## src/rtl/frac_div_mash.sv

```systemverilog
// Fractional-N clock divider: a MASH 1 / 1-1 / 1-1-1 sigma-delta modulator
// dithers the integer modulus so that the average output period is n_int + f_frac/2^FRAC_W.
module frac_div_mash #(
    parameter int INT_W   = 8,
    parameter int FRAC_W  = 16,
    parameter int MIN_DIV = 2
) (
    input  logic              in_clk,
    input  logic              rst,
    input  logic [INT_W-1:0]  n_int,
    input  logic [FRAC_W-1:0] f_frac,
    input  logic [1:0]        order,
    input  logic              dither_en,
    input  logic              cfg_valid,
    output logic              cfg_ready,
    output logic              out_clk,
    output logic              period_start,
    output logic [3:0]        mod_out,
    output logic              cfg_err
);
    localparam int NW = INT_W + 2;
    localparam logic [NW-1:0] MIN_N = NW'(MIN_DIV);

    typedef enum logic {IDLE, RUN} state_t;
    state_t state_q, state_d;

    logic [INT_W-1:0]  act_n, pend_n, src_n;
    logic [FRAC_W-1:0] act_f, pend_f, src_f;
    logic [1:0]        act_ord, pend_ord, src_ord;
    logic              act_dith, pend_dith, src_dith;
    logic              pending;

    logic [FRAC_W-1:0] acc1, acc2, acc3, a1, a2, a3, in1;
    logic              c2_d, c3_d, c3_dd, c2d_s, c3d_s, c3dd_s;
    logic [FRAC_W:0]   sum1, sum2, sum3;
    logic              c1, c2, c3;
    logic [15:0]       lfsr;
    logic [3:0]        y;
    logic [NW-1:0]     cnt, half, n_raw, n_eff, n_m1, cnt_m1;
    logic              accept, boundary, clamp;

    assign cfg_ready = !pending;
    assign accept    = cfg_valid && !pending;
    assign boundary  = (state_q == IDLE) ? accept : (cnt == '0);

    always_comb begin
        state_d = state_q;
        if (state_q == IDLE && accept)
            state_d = RUN;
    end

    // The period being started uses the incoming config in IDLE, the pending
    // one if it is due now, otherwise the active one. IDLE starts from zero state.
    always_comb begin
        src_n    = act_n;
        src_f    = act_f;
        src_ord  = act_ord;
        src_dith = act_dith;
        a1 = acc1;
        a2 = acc2;
        a3 = acc3;
        c2d_s  = c2_d;
        c3d_s  = c3_d;
        c3dd_s = c3_dd;
        if (state_q == IDLE) begin
            src_n    = n_int;
            src_f    = f_frac;
            src_ord  = order;
            src_dith = dither_en;
            a1 = '0;
            a2 = '0;
            a3 = '0;
            c2d_s  = 1'b0;
            c3d_s  = 1'b0;
            c3dd_s = 1'b0;
        end else if (pending) begin
            src_n    = pend_n;
            src_f    = pend_f;
            src_ord  = pend_ord;
            src_dith = pend_dith;
        end
    end

    always_comb begin
        in1  = src_f ^ {{(FRAC_W-1){1'b0}}, src_dith & lfsr[0]};
        sum1 = {1'b0, a1} + {1'b0, in1};
        sum2 = {1'b0, a2} + {1'b0, sum1[FRAC_W-1:0]};
        sum3 = {1'b0, a3} + {1'b0, sum2[FRAC_W-1:0]};
        c1 = sum1[FRAC_W];
        c2 = sum2[FRAC_W];
        c3 = sum3[FRAC_W];
        // Two's-complement arithmetic on 4 bits; y stays within -3..+4.
        case (src_ord)
            2'd0: y = 4'd0;
            2'd1: y = {3'b0, c1};
            2'd2: y = {3'b0, c1} + {3'b0, c2} - {3'b0, c2d_s};
            default: y = {3'b0, c1} + {3'b0, c2} - {3'b0, c2d_s}
                       + {3'b0, c3} - {2'b0, c3d_s, 1'b0} + {3'b0, c3dd_s};
        endcase
        n_raw  = {2'b00, src_n} + {{(NW-4){y[3]}}, y};
        clamp  = $signed(n_raw) < $signed(MIN_N);
        n_eff  = clamp ? MIN_N : n_raw;
        n_m1   = n_eff - NW'(1);
        cnt_m1 = cnt - NW'(1);
    end

    always_ff @(posedge in_clk or posedge rst) begin
        if (rst)
            state_q <= IDLE;
        else
            state_q <= state_d;
    end

    always_ff @(posedge in_clk or posedge rst) begin
        if (rst) begin
            act_n <= '0;  act_f <= '0;  act_ord <= '0;  act_dith <= 1'b0;
            pend_n <= '0; pend_f <= '0; pend_ord <= '0; pend_dith <= 1'b0;
            pending <= 1'b0;
        end else begin
            if (boundary && (state_q == IDLE || pending)) begin
                act_n    <= src_n;
                act_f    <= src_f;
                act_ord  <= src_ord;
                act_dith <= src_dith;
            end
            if (state_q == RUN && accept) begin
                pend_n    <= n_int;
                pend_f    <= f_frac;
                pend_ord  <= order;
                pend_dith <= dither_en;
                pending   <= 1'b1;
            end else if (state_q == RUN && boundary) begin
                pending <= 1'b0;
            end
        end
    end

    always_ff @(posedge in_clk or posedge rst) begin
        if (rst) begin
            acc1 <= '0; acc2 <= '0; acc3 <= '0;
            c2_d <= 1'b0; c3_d <= 1'b0; c3_dd <= 1'b0;
            lfsr <= 16'hACE1;
            cnt <= '0;
            half <= '0;
            out_clk <= 1'b0;
            period_start <= 1'b0;
            mod_out <= '0;
            cfg_err <= 1'b0;
        end else begin
            period_start <= 1'b0;
            if (boundary) begin
                acc1  <= sum1[FRAC_W-1:0];
                acc2  <= sum2[FRAC_W-1:0];
                acc3  <= sum3[FRAC_W-1:0];
                c2_d  <= c2;
                c3_d  <= c3;
                c3_dd <= c3d_s;
                lfsr  <= {lfsr[14:0], lfsr[15] ^ lfsr[13] ^ lfsr[12] ^ lfsr[10]};
                cnt   <= n_m1;
                half  <= n_eff >> 1;
                out_clk <= (n_m1 >= (n_eff >> 1));
                period_start <= 1'b1;
                mod_out <= y;
            end else if (state_q == RUN) begin
                cnt <= cnt_m1;
                out_clk <= (cnt_m1 >= half);
            end
            if (boundary && clamp)
                cfg_err <= 1'b1;
            else if (accept)
                cfg_err <= 1'b0;
        end
    end
endmodule

```

## config.mk

```make
export PLATFORM = sky130hd
export DESIGN_NAME = frac_div_mash
export DESIGN_NICKNAME = d
export VERILOG_FILES = /design/src/rtl/frac_div_mash.sv
export SDC_FILE = /design/constraint.sdc
export NUM_CORES = 1
export LEC_CHECK = 0
export CORE_MARGIN = 4
export CORE_UTILIZATION = 55
export CTS_CLUSTER_SIZE = 24
export DETAILED_ROUTE_END_ITERATION = 7
export PLACE_DENSITY = 0.83
export SYNTH_ARGS = -nofsm -noshare
export SYNTH_HDL_FRONTEND = slang
export SYNTH_SLANG_ARGS = --single-unit
```

## constraint.sdc

```tcl
create_clock -name in_clk -period 9.8 [get_ports in_clk]
set_input_delay 1.96 -clock in_clk [delete_from_list [all_inputs] [get_ports in_clk]]
set_output_delay 1.96 -clock in_clk [all_outputs]
set_load 0.005 [all_outputs]
```

# After elaboration in Yosys (flattened, before gate mapping)
# Cells that the tools add are included.
[totals] input_bits=30 output_inout_bits=8 regBits=149 word_cells=84
[classes] add_sub_neg=11 eq_ne=2 bitwise=6 mux=26 magnitude_cmp=3 n_reduce_logical=13
[ops] cell="16-bit 2-to-1 mux" n=5
[ops] cell="16-bit by 16-bit adder with 17-bit output" n=3
[ops] cell="10-bit 2-to-1 mux" n=3
[ops] cell="10-bit by 9-bit greater-or-equal comparator with 1-bit output" n=2
[ops] cell="10-bit by 1-bit subtractor with 10-bit output, second input constant" n=2
[ops] cell="8-bit 2-to-1 mux" n=2
[ops] cell="16-bit by 1-bit XOR with 16-bit output" n=1
[ops] cell="1-bit 2-to-1 mux" n=13
[ops] cell="4-bit one-hot mux with 3 select lines" n=1
[ops] cell="9-bit by 4-bit adder with 10-bit output" n=1
[ops] cell="10-bit zero test" n=1
[ops] cell="10-bit by 3-bit < comparator with 1-bit output, second input constant" n=1
[ops] cell="1-bit logical AND" n=6
[ops] cell="2-bit nonzero test" n=3
[ops] cell="3-bit by 2-bit adder with 4-bit output" n=1
[ops] cell="4-bit by 1-bit adder with 4-bit output" n=1
[ops] cell="2-bit 2-to-1 mux" n=2
[ops] cell="4-bit by 2-bit subtractor with 4-bit output" n=1
[ops] cell="2-bit by 1-bit subtractor with 3-bit output" n=1
[ops] cell="1-bit XOR" n=3
[ops] cell="1-bit by 1-bit adder with 2-bit output" n=1
[ops] cell="2-bit by 1-bit == test with 1-bit output, second input constant" n=1
[ops] cell="2-bit == test, second input constant" n=1
[ops] cell="2-bit zero test" n=1
[ops] cell="4 further kinds" n=4

# Longest topological paths before layout
[logic_depth] word_depth=18 ltp_mapped=61 depth_no_buf=56

# Least setup slack after synthesis
# No wires, ideal clock.
[synth_timing] path_kind="input -> register" from="input port f_frac[0]" to="register out_clk" n_path_buf=2 setup_slack_ns=-1.366 arrival_time_ns=11.025 path_stages=51 required_ns=9.659 setup_time_ns=0.141 path_cell_list="nor2b_1 -> o21bai_1 -> xor2_1 -> ha_1 -> inv_1 -> fa_1 -> nor2b_1 -> o21ai_0 -> a21boi_0 -> o21a_1 -> nor2_1 -> xnor2_1 -> ha_1 -> or3_1 -> o32a_1 -> a31oi_1 -> xnor2_1 -> ha_1 -> [... 15 more ...] -> a22o_1 -> xnor2_1 -> nor4_1 -> and2_1 -> ha_1 -> buf_4 -> nor2_1 -> inv_1 -> nor3_1 -> or3b_1 -> xnor2_1 -> ha_1 -> a21o_1 -> a21oi_1 -> o21ai_0 -> a21oi_1 -> o21a_1 -> a31oi_1"
[synth_between] elab_cells_between_ends=17 cone_classes="10 x add/sub; 2 x order compare; 4 x mux; 1 x bitwise"
[synth_lines] element="start: declaration" line="11" text="input logic [FRAC_W-1:0] f_frac,"
[synth_lines] element="16-bit 2-to-1 mux *" line="65" text="if (state_q == IDLE) begin"
[synth_lines] element="16-bit by 1-bit XOR with 16-bit output *" line="85" text="in1 = src_f ^ {{(FRAC_W-1){1'b0}}, src_dith & lfsr[0]};"
[synth_lines] element="16-bit by 16-bit adder with 17-bit output *" line="86" text="sum1 = {1'b0, a1} + {1'b0, in1};"
[synth_lines] element="net sum1[6]" line="35" text="logic [FRAC_W:0] sum1, sum2, sum3;"
[synth_lines] element="16-bit by 16-bit adder with 17-bit output *" line="87" text="sum2 = {1'b0, a2} + {1'b0, sum1[FRAC_W-1:0]};"
[synth_lines] element="net sum2[10]" line="35"
[synth_lines] element="16-bit by 16-bit adder with 17-bit output *" line="88" text="sum3 = {1'b0, a3} + {1'b0, sum2[FRAC_W-1:0]};"
[synth_lines] element="net sum3[16]" line="35"
[synth_lines] element="[... 4 more ...]"
[synth_lines] element="net y[0]" line="38" text="logic [3:0] y;"
[synth_lines] element="9-bit by 4-bit adder with 10-bit output *" line="100" text="n_raw = {2'b00, src_n} + {{(NW-4){y[3]}}, y};"
[synth_lines] element="10-bit by 3-bit < comparator with 1-bit output" line="101" text="clamp = $signed(n_raw) < $signed(MIN_N);"
[synth_lines] element="10-bit 2-to-1 mux *" line="102" text="n_eff = clamp ? MIN_N : n_raw;"
[synth_lines] element="net n_eff[1]" line="39" text="logic [NW-1:0] cnt, half, n_raw, n_eff, n_m1, cnt_m1;"
[synth_lines] element="10-bit by 1-bit subtractor with 10-bit output" line="103" text="n_m1 = n_eff - NW'(1);"
[synth_lines] element="10-bit by 9-bit greater-or-equal comparator with 1-bit output *" line="161" text="out_clk <= (n_m1 >= (n_eff >> 1));"
[synth_lines] element="1-bit 2-to-1 mux *" line="151" text="if (boundary) begin"
[synth_lines] element="end signal: assignment" line="161"
[synth_lines] element="end signal: assignment" line="166" text="out_clk <= (cnt_m1 >= half);"
[synth_lines] element="end: declaration" line="16" text="output logic out_clk,"
# Mark *: on every way through the listed nets, which the timed path passes. The rest lies on a longest branch.
# A chain may end at the register's enable or synchronous reset.

# Worst setup path after layout
[layout_timing] from="input port f_frac[4]" to="register out_clk"
[layout_between] elab_cells_between_ends=17 cone_classes="10 x add/sub; 2 x order compare; 4 x mux; 1 x bitwise"
[layout_lines] element="16-bit 2-to-1 mux *" line="65"
[layout_lines] element="16-bit by 1-bit XOR with 16-bit output *" line="85"
[layout_lines] element="net in1[4]" line="33" text="logic [FRAC_W-1:0] acc1, acc2, acc3, a1, a2, a3, in1;"
[layout_lines] element="16-bit by 16-bit adder with 17-bit output *" line="86"
[layout_lines] element="net sum1[9]" line="35"
[layout_lines] element="16-bit by 16-bit adder with 17-bit output *" line="87"
[layout_lines] element="net sum2[13]" line="35"
[layout_lines] element="16-bit by 16-bit adder with 17-bit output *" line="88"
[layout_lines] element="net sum3[16]" line="35"
[layout_lines] element="[... 3 more ...]"
[layout_lines] element="4-bit one-hot mux with 3 select lines *" line="93" text="case (src_ord)"
[layout_lines] element="net y[0]" line="38"
[layout_lines] element="9-bit by 4-bit adder with 10-bit output *" line="100"
[layout_lines] element="10-bit by 3-bit < comparator with 1-bit output" line="101"
[layout_lines] element="10-bit 2-to-1 mux *" line="102"
[layout_lines] element="10-bit by 1-bit subtractor with 10-bit output" line="103"
[layout_lines] element="10-bit by 9-bit greater-or-equal comparator with 1-bit output *" line="161"
[layout_lines] element="1-bit 2-to-1 mux *" line="151"
# Marks and branches as above.

==> summary.txt <==
Status
  • Status: finished, violations left
  • Failing checks: negative setup slack

Detailed routing
  • Wire per inst: 22.9 um
  • Vias post-DR: ~11000
  • DRT Pass-1 Iters: 7
  • Residual DRC: 0
  • 1st-iter DRT viols: about 1700
  • Routed WL: around 37000 um
  • Vias per inst: ~6.6
  • Routed Antenna Nets: 0

GRT
  • Global-route wire length before repair: between 40000 and 50000 um
  • Number of global-route vias before repair: 9836
  • Remaining Overflow, GRT: 0
  • Largest net degree at the start of global routing: 90
  • Tot GR Track Use: 0.284
  • Initial antenna violation count: 0

Synthesis
  • Largest cells by area after synthesis: dfrtp_1, ha_1, mux2_2
  • #FFs+latches synth: 149
  • Synth top cells by count: nand2_1, dfrtp_1, a21oi_1
  • Average size of a mapped cell: approximately 9 um^2
  • Net Count, Synth: between 1000 and 1500
  • EDFF count, synth: 0
  • Post-Syn Instances: 1131
  • Leading area contributor after synthesis: dfrtp_1
  • Asr flop ratio synth: 1.00
  • Primary FF master, synth: dfrtp_1
  • Mapped Area: around 10000 um^2
  • Most instantiated library cell after synthesis: nand2_1
  • Synth unique cells: 67
  • Top-area cell type share of the netlist area: 0.346
  • Synth Warn #: 0
  • Post-synthesis sequential area ratio: 0.367

Timing
  • Final hold violations: 0
  • FMAX: roughly 84 MHz
  • Hold slack: 0.457 ns
  • Setup TNS: -19.88 ns
  • Worst rel slew slack: 0.188
  • Clock period minus worst slack: ~12 ns
  • Slew @ Worst Pin: approximately 1.2 ns
  • Setup WS post-layout: -2.10 ns
  • Final setup viols: 21
  • RSZ-0062 raised after global routing: yes
  • Final Slew Violations: 0
  • Clock skew: 0.0120 ns
  • Crit share post-route: 1.21

Clock tree
  • Clock Latency Late Sink: 0.44 ns
  • Clock Sinks: between 100 and 150
  • Num CTS Buffers: 17
  • CTS tree: done
  • Clock transition at the registers of the reported paths: ~0.06 ns
  • Post-CTS Hold Buffers: 0
  • Root buffer cell: clkbuf_16
  • Clock H-tree levels: 4
  • CTS max path bufs: 2

Critical path
  • CP Max Fanout: 6
  • Critical Path RT: a little over 10 ns
  • Worst EP arrival: approximately 12 ns
  • Cell at the slowest stage of the critical path: clkdlybuf4s50_1
  • Slowest Stage Delay on Critical Path: 0.52 ns
  • Crit Path Class: input port to flop
  • Worst Setup End Kind: flop
  • CP Launch Type: input port

Die
  • Die height: 144 um
  • Die X: approximately 140 um
  • IO Count: 38
  • Core ar.: roughly 18000 um^2
  • Die footprint: 20800 um^2
  • Row cnt: a little under 50
  • Initial Util: 0.563

Place
  • Dpl ws: -2.17 ns
  • Detail Placement HPWL: roughly 18000 um
  • Placed cells: ~1500
  • I/O Buffers: 37
  • RD Place Congestion: between 0.8 and 0.9

Final layout
  • Area Growth Syn to Fin: 33.9%
  • Fin cells: around 1600
  • # nets final: between 1000 and 1500
  • Fill cell count: slightly above 900
  • Antenna Cells: 0
  • Layout cells sized above 1: 0.327

Run
  • Max Cap Viol: 0

Min path
  • Hold WC Path Type: flop to flop
## worst max-delay path: cells and delay by family
kind	cells	cell delay, ns
compound gates	22	4.07
xor+xnor	3	0.61
mux	1	0.21
fa+ha+maj	8	2.78
buf+inv	5	0.98
simple gates	9	1.54
## area by class of cell
cell class	count	area (um^2)	share of cell area
well taps	229	287	0.0210
inverters	61	245	0.0180
repair buffers	264	2130	0.156
clock inverters	13	146	0.0107
clock buffers	19	443	0.0325
flip-flops and latches	149	3740	0.274
multi-input cells	873	6660	0.488
## per-layer routing
metal | GRT usage | share of wire | vias to the layer above
li1 | - | - | 4388
met1 | 0.353 | 0.35 | 4981
met2 | 0.489 | 0.46 | 899
met3 | 0.0446 | 0.11 | 336
met4 | 0.127 | 0.078 | 0
met5 | 0 | 0 | -
## stage by stage
step                utilization  cell area (um^2)
global placement          0.675             12200
finish                    0.754             13600
CTS                       0.727             13200
floorplan                     -             10300
detailed placement        0.675             12200
global route              0.754             13600
## logic make-up after synthesis
kind of cell,count (synthesis),synth area share
simple gates,374,0.170
compound gates,250,0.149
buf+inv,109,0.0411
xor+xnor,61,0.0524
mux,96,0.102
flops,149,0.367
fa+ha+maj,92,0.117
## final timing paths
path                            cells after the start  slack, ns  startpoint      end
worst max register to register                     51      -1.09     state_q  out_clk
max in group asynchronous                           3       6.25         rst  state_q
worst min-delay path                                2       0.46     lfsr[6]  lfsr[6]
worst max-delay path                               48      -2.10   f_frac[4]  out_clk
min in group asynchronous                           2       2.00         rst  acc3[4]
worst min register to register                      2       0.46     lfsr[6]  lfsr[6]
## state kept, by name (all words and copies together) (netlist names), 2 cells and up
name      flops
acc3         16
acc1         16
act_n         8
mod_out       4
pend_ord      2
cnt          10
pend_f       16
pend_n        8
act_f        16
lfsr         16
act_ord       2
acc2         16
half          9
## repair_timing
item                                    in CTS  in global routing
endpoints found under the setup margin      20                 20
pin swaps                                   64                 33
resized for setup                           69                 74
gates cloned                                 0                  0
buffers inserted                            15                 28
## cell usage in the layout, fill, tap and decap left out, types with 16 or more instances in the layout
master	n
a21o_1	26
a21oi_1	73
a21oi_2	16
and2_1	50
buf_4	218
clkbuf_16	17
clkdlybuf4s50_1	35
dfrtp_1	140
ha_1	74
inv_1	52
mux2_2	63
mux2i_1	29
nand2_1	151
nor2_1	74
o21ai_0	40
xnor2_1	33
xor2_1	17
Power is left out: the tool's default activity adds up to more than one toggle a clock period on the data nets, which glitch-free logic cannot reach.
